**src/rtl/multicycle_ctrl_if.sv**
```systemverilog
// Control/status bundle between the multicycle RV32I datapath and its main control FSM.
// The datapath side uses the master modport; the controller uses the slave modport.
interface multicycle_ctrl_if #(
    parameter int STATE_W = 4
);
    logic [6:0]         op;
    logic [2:0]         funct3;
    logic               funct7b5;
    logic               zero;
    logic               pc_write;
    logic               adr_src;
    logic               mem_write;
    logic               ir_write;
    logic               reg_write;
    logic [1:0]         result_src;
    logic [1:0]         alu_src_a;
    logic [1:0]         alu_src_b;
    logic [2:0]         alu_control;
    logic [1:0]         imm_src;
    logic               illegal;
    logic [STATE_W-1:0] state;

    modport master (
        output op, funct3, funct7b5, zero,
        input  pc_write, adr_src, mem_write, ir_write, reg_write, result_src,
               alu_src_a, alu_src_b, alu_control, imm_src, illegal, state
    );

    modport slave (
        input  op, funct3, funct7b5, zero,
        output pc_write, adr_src, mem_write, ir_write, reg_write, result_src,
               alu_src_a, alu_src_b, alu_control, imm_src, illegal, state
    );
endinterface

```
**src/rtl/multicycle_ctrl.sv**
```systemverilog
// Moore main control FSM for the multicycle RV32I datapath, with ALU decoder and sticky illegal-opcode flag.
// 2 to 5 cycles per instruction (FETCH to FETCH); no backpressure, zero is consumed combinationally in BEQ.
module multicycle_ctrl #(
    parameter int STATE_W = 4
) (
    input  logic             clk,
    input  logic             rst_n,
    multicycle_ctrl_if.slave bus
);
    typedef enum logic [STATE_W-1:0] {
        FETCH    = STATE_W'(0),
        DECODE   = STATE_W'(1),
        MEMADR   = STATE_W'(2),
        MEMREAD  = STATE_W'(3),
        MEMWB    = STATE_W'(4),
        MEMWRITE = STATE_W'(5),
        EXECR    = STATE_W'(6),
        ALUWB    = STATE_W'(7),
        EXECI    = STATE_W'(8),
        JAL      = STATE_W'(9),
        BEQ      = STATE_W'(10)
    } state_t;

    localparam logic [6:0] OP_LOAD  = 7'b0000011;
    localparam logic [6:0] OP_STORE = 7'b0100011;
    localparam logic [6:0] OP_RTYPE = 7'b0110011;
    localparam logic [6:0] OP_ITYPE = 7'b0010011;
    localparam logic [6:0] OP_JAL   = 7'b1101111;
    localparam logic [6:0] OP_BEQ   = 7'b1100011;

    state_t     r_state;
    state_t     w_next;
    logic       r_illegal;
    logic       w_set_illegal;
    logic       w_pc_update;
    logic       w_branch;
    logic [1:0] w_alu_op;

    always_ff @(posedge clk or negedge rst_n) begin
        if (!rst_n) begin
            r_state   <= FETCH;
            r_illegal <= 1'b0;
        end else begin
            r_state   <= w_next;
            r_illegal <= r_illegal | w_set_illegal;
        end
    end

    always_comb begin
        w_next         = FETCH;
        w_set_illegal  = 1'b0;
        w_pc_update    = 1'b0;
        w_branch       = 1'b0;
        w_alu_op       = 2'b00;
        bus.adr_src    = 1'b0;
        bus.mem_write  = 1'b0;
        bus.ir_write   = 1'b0;
        bus.reg_write  = 1'b0;
        bus.result_src = 2'b00;
        bus.alu_src_a  = 2'b00;
        bus.alu_src_b  = 2'b00;
        case (r_state)
            FETCH: begin
                bus.ir_write   = 1'b1;
                bus.alu_src_b  = 2'b10;
                bus.result_src = 2'b10;
                w_pc_update    = 1'b1;
                w_next         = DECODE;
            end
            DECODE: begin
                bus.alu_src_a = 2'b01;
                bus.alu_src_b = 2'b01;
                case (bus.op)
                    OP_LOAD, OP_STORE: w_next = MEMADR;
                    OP_RTYPE:          w_next = EXECR;
                    OP_ITYPE:          w_next = EXECI;
                    OP_JAL:            w_next = JAL;
                    OP_BEQ:            w_next = BEQ;
                    default: begin
                        w_next        = FETCH;
                        w_set_illegal = 1'b1;
                    end
                endcase
            end
            MEMADR: begin
                bus.alu_src_a = 2'b10;
                bus.alu_src_b = 2'b01;
                w_next        = (bus.op == OP_LOAD) ? MEMREAD : MEMWRITE;
            end
            MEMREAD: begin
                bus.adr_src = 1'b1;
                w_next      = MEMWB;
            end
            MEMWB: begin
                bus.result_src = 2'b01;
                bus.reg_write  = 1'b1;
            end
            MEMWRITE: begin
                bus.adr_src   = 1'b1;
                bus.mem_write = 1'b1;
            end
            EXECR: begin
                bus.alu_src_a = 2'b10;
                w_alu_op      = 2'b10;
                w_next        = ALUWB;
            end
            EXECI: begin
                bus.alu_src_a = 2'b10;
                bus.alu_src_b = 2'b01;
                w_alu_op      = 2'b10;
                w_next        = ALUWB;
            end
            ALUWB: begin
                bus.reg_write = 1'b1;
            end
            JAL: begin
                bus.alu_src_a = 2'b01;
                bus.alu_src_b = 2'b10;
                w_pc_update   = 1'b1;
                w_next        = ALUWB;
            end
            BEQ: begin
                bus.alu_src_a = 2'b10;
                w_alu_op      = 2'b01;
                w_branch      = 1'b1;
            end
            default: w_next = FETCH;
        endcase
    end

    // op[5] separates R-type (sub allowed) from I-type, where funct7b5 is immediate data.
    always_comb begin
        bus.alu_control = 3'b000;
        case (w_alu_op)
            2'b01: bus.alu_control = 3'b001;
            2'b10: begin
                case (bus.funct3)
                    3'b000:  bus.alu_control = (bus.op[5] & bus.funct7b5) ? 3'b001 : 3'b000;
                    3'b010:  bus.alu_control = 3'b101;
                    3'b110:  bus.alu_control = 3'b011;
                    3'b111:  bus.alu_control = 3'b010;
                    default: bus.alu_control = 3'b000;
                endcase
            end
            default: bus.alu_control = 3'b000;
        endcase
    end

    always_comb begin
        case (bus.op)
            OP_STORE: bus.imm_src = 2'b01;
            OP_BEQ:   bus.imm_src = 2'b10;
            OP_JAL:   bus.imm_src = 2'b11;
            default:  bus.imm_src = 2'b00;
        endcase
    end

    assign bus.pc_write = w_pc_update | (w_branch & bus.zero);
    assign bus.illegal  = r_illegal;
    assign bus.state    = r_state;
endmodule

```
**src/flat_wrapper.sv**
```systemverilog
// flat-port wrapper written by rule: the top's interface ports become plain ports
module multicycle_ctrl_flat 
#(
    parameter int STATE_W = 4
)
  (clk, rst_n, bus_op, bus_funct3, bus_funct7b5, bus_zero, bus_pc_write, bus_adr_src, bus_mem_write, bus_ir_write, bus_reg_write, bus_result_src, bus_alu_src_a, bus_alu_src_b, bus_alu_control, bus_imm_src, bus_illegal, bus_state);
  multicycle_ctrl_if #(.STATE_W(STATE_W)) bus_i ();
  input  logic clk;
  input  logic rst_n;
  input wire logic [$bits(bus_i.op)-1:0] bus_op;
  input wire logic [$bits(bus_i.funct3)-1:0] bus_funct3;
  input wire logic [$bits(bus_i.funct7b5)-1:0] bus_funct7b5;
  input wire logic [$bits(bus_i.zero)-1:0] bus_zero;
  output wire logic [$bits(bus_i.pc_write)-1:0] bus_pc_write;
  output wire logic [$bits(bus_i.adr_src)-1:0] bus_adr_src;
  output wire logic [$bits(bus_i.mem_write)-1:0] bus_mem_write;
  output wire logic [$bits(bus_i.ir_write)-1:0] bus_ir_write;
  output wire logic [$bits(bus_i.reg_write)-1:0] bus_reg_write;
  output wire logic [$bits(bus_i.result_src)-1:0] bus_result_src;
  output wire logic [$bits(bus_i.alu_src_a)-1:0] bus_alu_src_a;
  output wire logic [$bits(bus_i.alu_src_b)-1:0] bus_alu_src_b;
  output wire logic [$bits(bus_i.alu_control)-1:0] bus_alu_control;
  output wire logic [$bits(bus_i.imm_src)-1:0] bus_imm_src;
  output wire logic [$bits(bus_i.illegal)-1:0] bus_illegal;
  output wire logic [$bits(bus_i.state)-1:0] bus_state;
  assign bus_i.op = bus_op;
  assign bus_i.funct3 = bus_funct3;
  assign bus_i.funct7b5 = bus_funct7b5;
  assign bus_i.zero = bus_zero;
  assign bus_pc_write = bus_i.pc_write;
  assign bus_adr_src = bus_i.adr_src;
  assign bus_mem_write = bus_i.mem_write;
  assign bus_ir_write = bus_i.ir_write;
  assign bus_reg_write = bus_i.reg_write;
  assign bus_result_src = bus_i.result_src;
  assign bus_alu_src_a = bus_i.alu_src_a;
  assign bus_alu_src_b = bus_i.alu_src_b;
  assign bus_alu_control = bus_i.alu_control;
  assign bus_imm_src = bus_i.imm_src;
  assign bus_illegal = bus_i.illegal;
  assign bus_state = bus_i.state;
  multicycle_ctrl #(.STATE_W(STATE_W)) u_core (.clk(clk), .rst_n(rst_n), .bus(bus_i));
endmodule
```
**config.mk**
```make
export PLATFORM = sky130hd
export DESIGN_NAME = multicycle_ctrl_flat
export DESIGN_NICKNAME = d
export VERILOG_FILES = /design/src/rtl/multicycle_ctrl_if.sv /design/src/rtl/multicycle_ctrl.sv /design/src/flat_wrapper.sv
export SDC_FILE = /design/constraint.sdc
export NUM_CORES = 1
export LEC_CHECK = 0
export CORE_MARGIN = 8
export CORE_UTILIZATION = 40
export CTS_CLUSTER_DIAMETER = 30
export CTS_CLUSTER_SIZE = 28
export DETAILED_ROUTE_END_ITERATION = 7
export PLACE_DENSITY = 0.89
export SETUP_SLACK_MARGIN = 0.02
export SLEW_MARGIN = 20
export SYNTH_ARGS = -nofsm -noshare
export SYNTH_HDL_FRONTEND = slang
export SYNTH_SLANG_ARGS = --single-unit
export TNS_END_PERCENT = 30
```
**constraint.sdc**
```tcl
create_clock -name clk -period 3.79 [get_ports clk]
set_input_delay 0.758 -clock clk [delete_from_list [all_inputs] [get_ports clk]]
set_output_delay 0.758 -clock clk [all_outputs]
set_load 0.02 [all_outputs]
```
== After elaboration in Yosys (flattened, before gate mapping) ==
Index checks and enable logic that the tools add are counted.

* Equal/unequal tests: 21
* Multiplexer cells: 19
* Bitwise logic cells: 4
* Reduce and logical (&&, ||, !) cells: 12

{| class="wikitable"
|+ Operator list
! kind !! number
|-
| 4-bit case mux with 5 select lines || 2
|-
| 4-bit by 3-bit equality test with 1-bit output (second input constant) || 4
|-
| 2-bit case mux with 2 select lines || 4
|-
| 7-bit by 6-bit equality test with 1-bit output (second input constant) || 2
|-
| 7-bit equality test (second input constant) || 2
|-
| 4-bit equality test (second input constant) || 3
|-
| 3-bit case mux with 4 select lines || 1
|-
| 2-bit OR reduction || 6
|-
| 1-bit 2-to-1 mux || 9
|-
| 4-bit by 2-bit equality test with 1-bit output (second input constant) || 2
|-
| 7-bit by 2-bit equality test with 1-bit output (second input constant) || 1
|-
| 7-bit by 5-bit equality test with 1-bit output (second input constant) || 1
|-
| 3-bit equality test (second input constant) || 2
|-
| 2-bit case mux with 3 select lines || 1
|-
| 3-bit case mux with 2 select lines || 1
|-
| 3-bit OR reduction || 2
|-
| 6-bit OR reduction || 1
|-
| 4-bit by 1-bit equality test with 1-bit output (second input constant) || 1
|-
| 4-bit zero test || 1
|-
| 4-bit OR reduction || 1
|-
| 3-bit by 2-bit equality test with 1-bit output (second input constant) || 1
|-
| 3-bit zero test || 1
|-
| 3-bit 2-to-1 mux || 1
|-
| 1-bit bitwise AND || 2
|-
| other kinds (3) || 4
|}

* Flip-flop bits (word level): 5
* Output and inout bits: 21
* Logic and storage cells: 58

== Longest topological paths before layout ==
Gate-level depths: netlist of the first run.

* Depth in word-level cells: 5
* Mapped depth: 8

== Least setup slack after synthesis of the first run ==
Ideal clock, no wire load.

* Path type: reg2out
* Start: register u_core.r_state[1] (netlist: u_core.bus.state[1])
* End: output port bus_alu_control[2]
* Data arrival time: 2.086 ns
* Required time: 3.032 ns
* Path slack: 0.946 ns
* Cell stages (with the launch flop): 8
* Cell sequence: dfrtp_1 buf_2 nor2_1 nand2_1 a21oi_1 inv_1 ha_1 nor4_1

* Cells in the longest elaborated chain, start to end: 5

{| class="wikitable"
|+ RTL lines
! item !! line !! source
|-
| from (decl) || multicycle_ctrl.sv:31 || <nowiki>state_t r_state;</nowiki>
|-
| from (signal assigned) || multicycle_ctrl.sv:44 || <nowiki>r_state <= w_next;</nowiki>
|-
| 4-bit by 3-bit equality test with 1-bit output or 4-bit equality test (tied branches) || multicycle_ctrl.sv:62 || <nowiki>case (r_state)</nowiki>
|-
| 2-bit OR reduction (no line) || n/a ||
|-
| 2-bit case mux with 2 select lines (*) || multicycle_ctrl.sv:62 ||
|-
| 2-bit equality test or 2-bit by 1-bit equality test with 1-bit output (tied branches) || multicycle_ctrl.sv:134 || <nowiki>case (w_alu_op)</nowiki>
|-
| 3-bit case mux with 2 select lines (*) || multicycle_ctrl.sv:134 ||
|-
| to (decl) || flat_wrapper.sv:22 || <nowiki>output wire logic [$bits(bus_i.alu_control)-1:0] bus_alu_control;</nowiki>
|}

Mark *: on every way between the ends. The rest lies on a longest branch, timed or not.

== Worst setup path after layout of the first run ==
* Start: register u_core.r_state[2] (netlist: u_core.bus.state[2])
* End: output port bus_alu_control[2]

The elaborated chain is that of the path after synthesis.

==> results.yml, run 1 <==
pwr:
  power.internal_mw: 0.218
  power.leakage_nw: 0.349
  clockPowerShare_pct: 15.8
  p_total_mw: 0.390
  pwr-share-comb_pct: 61.6
  netSwitchingFraction_pct: 44.1
  p_seq_share_pct: 22.7
  cellPowerDensity_nw_per_um2: 411
  p_sw_mw: 0.172
  ir_worst_vdd_mv: 0.425
floorplanning:
  row_count: 14
  start_util_pct: 41.3
  die_y_um: 54.8
  die_area_um2: 3000
  fp.dieW_um: 54.8
  coreArea_um2: 1450
  pin_count: 35
grt:
  grt-ovfl-total: 0
  grt_pass1_wl_um: 2790
  antenna_found_initial: 0
  first_global_vias: 656
  grt_start_max_net_pins: 18
  grt_usage_pct: 12.5
logic_synthesis:
  ys_seq_area_share_pct: 20.8
  synthArstFlopShare_pct: 100
  synth_most_common_cell: "nor2_1"
  synth_top_area_share_pct: 20.8
  synth_edf_count: 0
  syn_area_per_cell_um2: 7.15
  syn_nets: 100
  yosysTopAreaCell: "dfrtp_1"
  synth_cells: 84
  synth-seq-cells: 5
  synthTopCellsByArea: "dfrtp_1 (21%), nor2_1 (8.1%), nand2_1 (5.6%)"
  ys_warn_count: 0
  synth_common_cells: "nor2_1 (13), nand2_1 (9), inv_1 (6)"
  synth.distinct_cells: 35
  synth_ff_type: "dfrtp_1"
  syn_area_um2: 601
clock_tree:
  cts_tree: "yes"
  hold_buffers: 0
  cts_root_buffer: "clkbuf_4"
  worstSkewPairLatency_ns: 0.24
  cts_setup_buffers: 0
  cts_resized: 0
  cts.reportedPaths.clkPinSlew_ns: 0.04
  htreeDepth: 1
  clock_sinks: 5
  cts_buffers: 3
  clockBufferDepth: 2
setup_path:
  critical_path_peak_fanout: 17
  critPathKind: "flip-flop to output port"
  cp-start-kind: "flip-flop"
  cp-end-kind: "output port"
  crit_buf_inv: 2
  crit_cells: 7
  ff2ff_path_depth: 3
  worstPathArrival_ns: 2.58
  crit_family: "buffers and inverters"
  timing.rr.end: "u_core.bus.illegal"
  rrSetupSlack_ns: 2.48
  worstPathCellList: "nor2_1, nand2_1, a21oi_1, inv_1, ha_1, nor4_1, clkdlybuf4s50_1"
  startpoint: "u_core.bus.state[2]"
  slowest_stage: "clkdlybuf4s50_1"
  crit_end: "bus_alu_control[2]"
  slowest_delay_ns: 0.66
  r2r_start: "u_core.bus.state[1]"
  required_ns: 3.03
sta:
  setup_slack_ns: 0.457
  finalClockSkew_ns: 0.00440
  max_freq_mhz: 300
  setup_viol: 0
  setup_tns_ns: 0
  timing.hold.ws_ns: 0.461
  finalCritPeriodShare_pct: 87.9
  maxSlewHeadroom_pct: 65.1
  worst_pin_slew_ns: 0.523
  slew_viol_final: 0
  finalHoldViolations: 0
  finalCriticalPeriod_ns: 3.33
  rsz0062_at_grt: "false"
cells_and_area:
  finish.net_count: 133
  utilization_pct: 65.2
  n_antenna_cell: 0
  drive_gt1_share_pct: 5.17
  area.growth.synth_to_final_pct: 57.9
routing:
  dr_total_vias: 709
  drt_iter0_drc: 12
  vias_per_cell: 5.37
  first_pass_iters: 4
  postRouteAntennaNets: 0
  wl_um: 1790
  avgRoutedWirePerCell_um: 13.6
  drc: 0
place:
  numPortBuffers: 34
  post-place-ws_ns: 0.542
  routabilityCongestion: 0.834
  hpwl_um: 1450
run_status:
  status: "finished clean"
min_path:
  hold_depth: 1
  hp-class: "flip-flop to flip-flop"
job:
  cap_violations: 0
registers in the layout, indices dropped and copies added, names as in the netlist:
| signal | flops |
|---|---|
| u_core.bus.illegal | 1 |
| u_core.bus.state | 4 |
power by group through the flow:
stage / Combinational [mW] / Sequential, mW / Clock [mW]
3_3_place_gp: 0.239 / 0.0888 / 0
2_1_floorplan: 0.144 / 0.0779 / 0
6_report: 0.240 / 0.0883 / 0.0614
5_1_grt: 0.256 / 0.0912 / 0.0698
4_1_cts: 0.244 / 0.0878 / 0.0632
3_5_place_dp: 0.243 / 0.0886 / 0
per-layer routing:
layer  vias to the layer above  routed length [um]  track usage (%)
met5                         -                   0                0
li1                        364                   -                -
met2                        24                 881             20.8
met4                         0                  12             4.92
met1                       319                 763             13.7
met3                         2                 132             5.16
worst register-to-register path, delay by kind of cell (launching register included):
kind	cells	cell delay (ns)
AOI/OAI and AO/OA	1	0.25
and+or+nand+nor	2	0.33
DFF	1	0.62
cell families after synthesis:
group	Yosys count	synth area share, %
simple gates	44	39.4
flops	5	20.8
buf+inv	12	10.2
mux	1	1.67
fa+ha+maj	2	4.17
compound gates	17	19.4
xor+xnor	3	4.38
cell type report:
class                      count  area, um2
clock buffer                   4       26.3
fill                         131        505
inverter                       6       22.5
multi-input combinational     67        414
sequential                     5        125
tap                           16       20.0
timing repair buffer          34        340
stage by stage:
step	area [um2]	std cells
after floorplan	601	84
after global placement	922	128
after detailed placement	922	128
after CTS	948	132
after global routing	948	132
final	948	132
worst min path at each step:
stage,startpoint,end
global route,u_core.bus.illegal,u_core.bus.illegal
finish,u_core.bus.illegal,u_core.bus.illegal
CTS,u_core.bus.illegal,u_core.bus.illegal
detailed placement,u_core.bus.illegal,u_core.bus.illegal
global placement,u_core.bus.illegal,u_core.bus.illegal
floorplan,rst_n,u_core.bus.illegal
cells in the final DEF (no fill, tap or decap):
cell type        synthesis  final
nand2b_1                 3      3
a221oi_1                 1      1
nand4_1                  1      1
nor2_1                  13     13
nand4bb_1                1      1
nand2_1                  9      9
clkdlybuf4s50_1          0     34
and2_1                   1      1
o21ai_0                  2      2
nor2_2                   1      1
a211oi_1                 1      1
nor2b_1                  1      1
ha_1                     2      2
and3_1                   1      1
o211ai_1                 1      1
o21a_1                   1      1
a41o_1                   1      1
xnor2_1                  1      1
a311oi_1                 1      1
xor2_1                   2      2
nand3_1                  3      3
o311ai_1                 1      1
or2_1                    1      1
nand4bb_4                1      1
a21o_1                   1      1
clkbuf_4                 0      3
a21oi_1                  5      5
dfrtp_1                  5      5
nor3_1                   5      5
a31oi_1                  1      1
clkbuf_1                 0      1
nor4_1                   3      3
a31o_2                   1      1
mux2i_1                  1      1
inv_1                    6      6
(Power assumes the default switching activity.)
==> run 2: changes to the inputs <==
TNS_END_PERCENT = unset   (was 30)
==> results of run 2 <==
Final layout, timing and power as in run 1 (identical DEF).
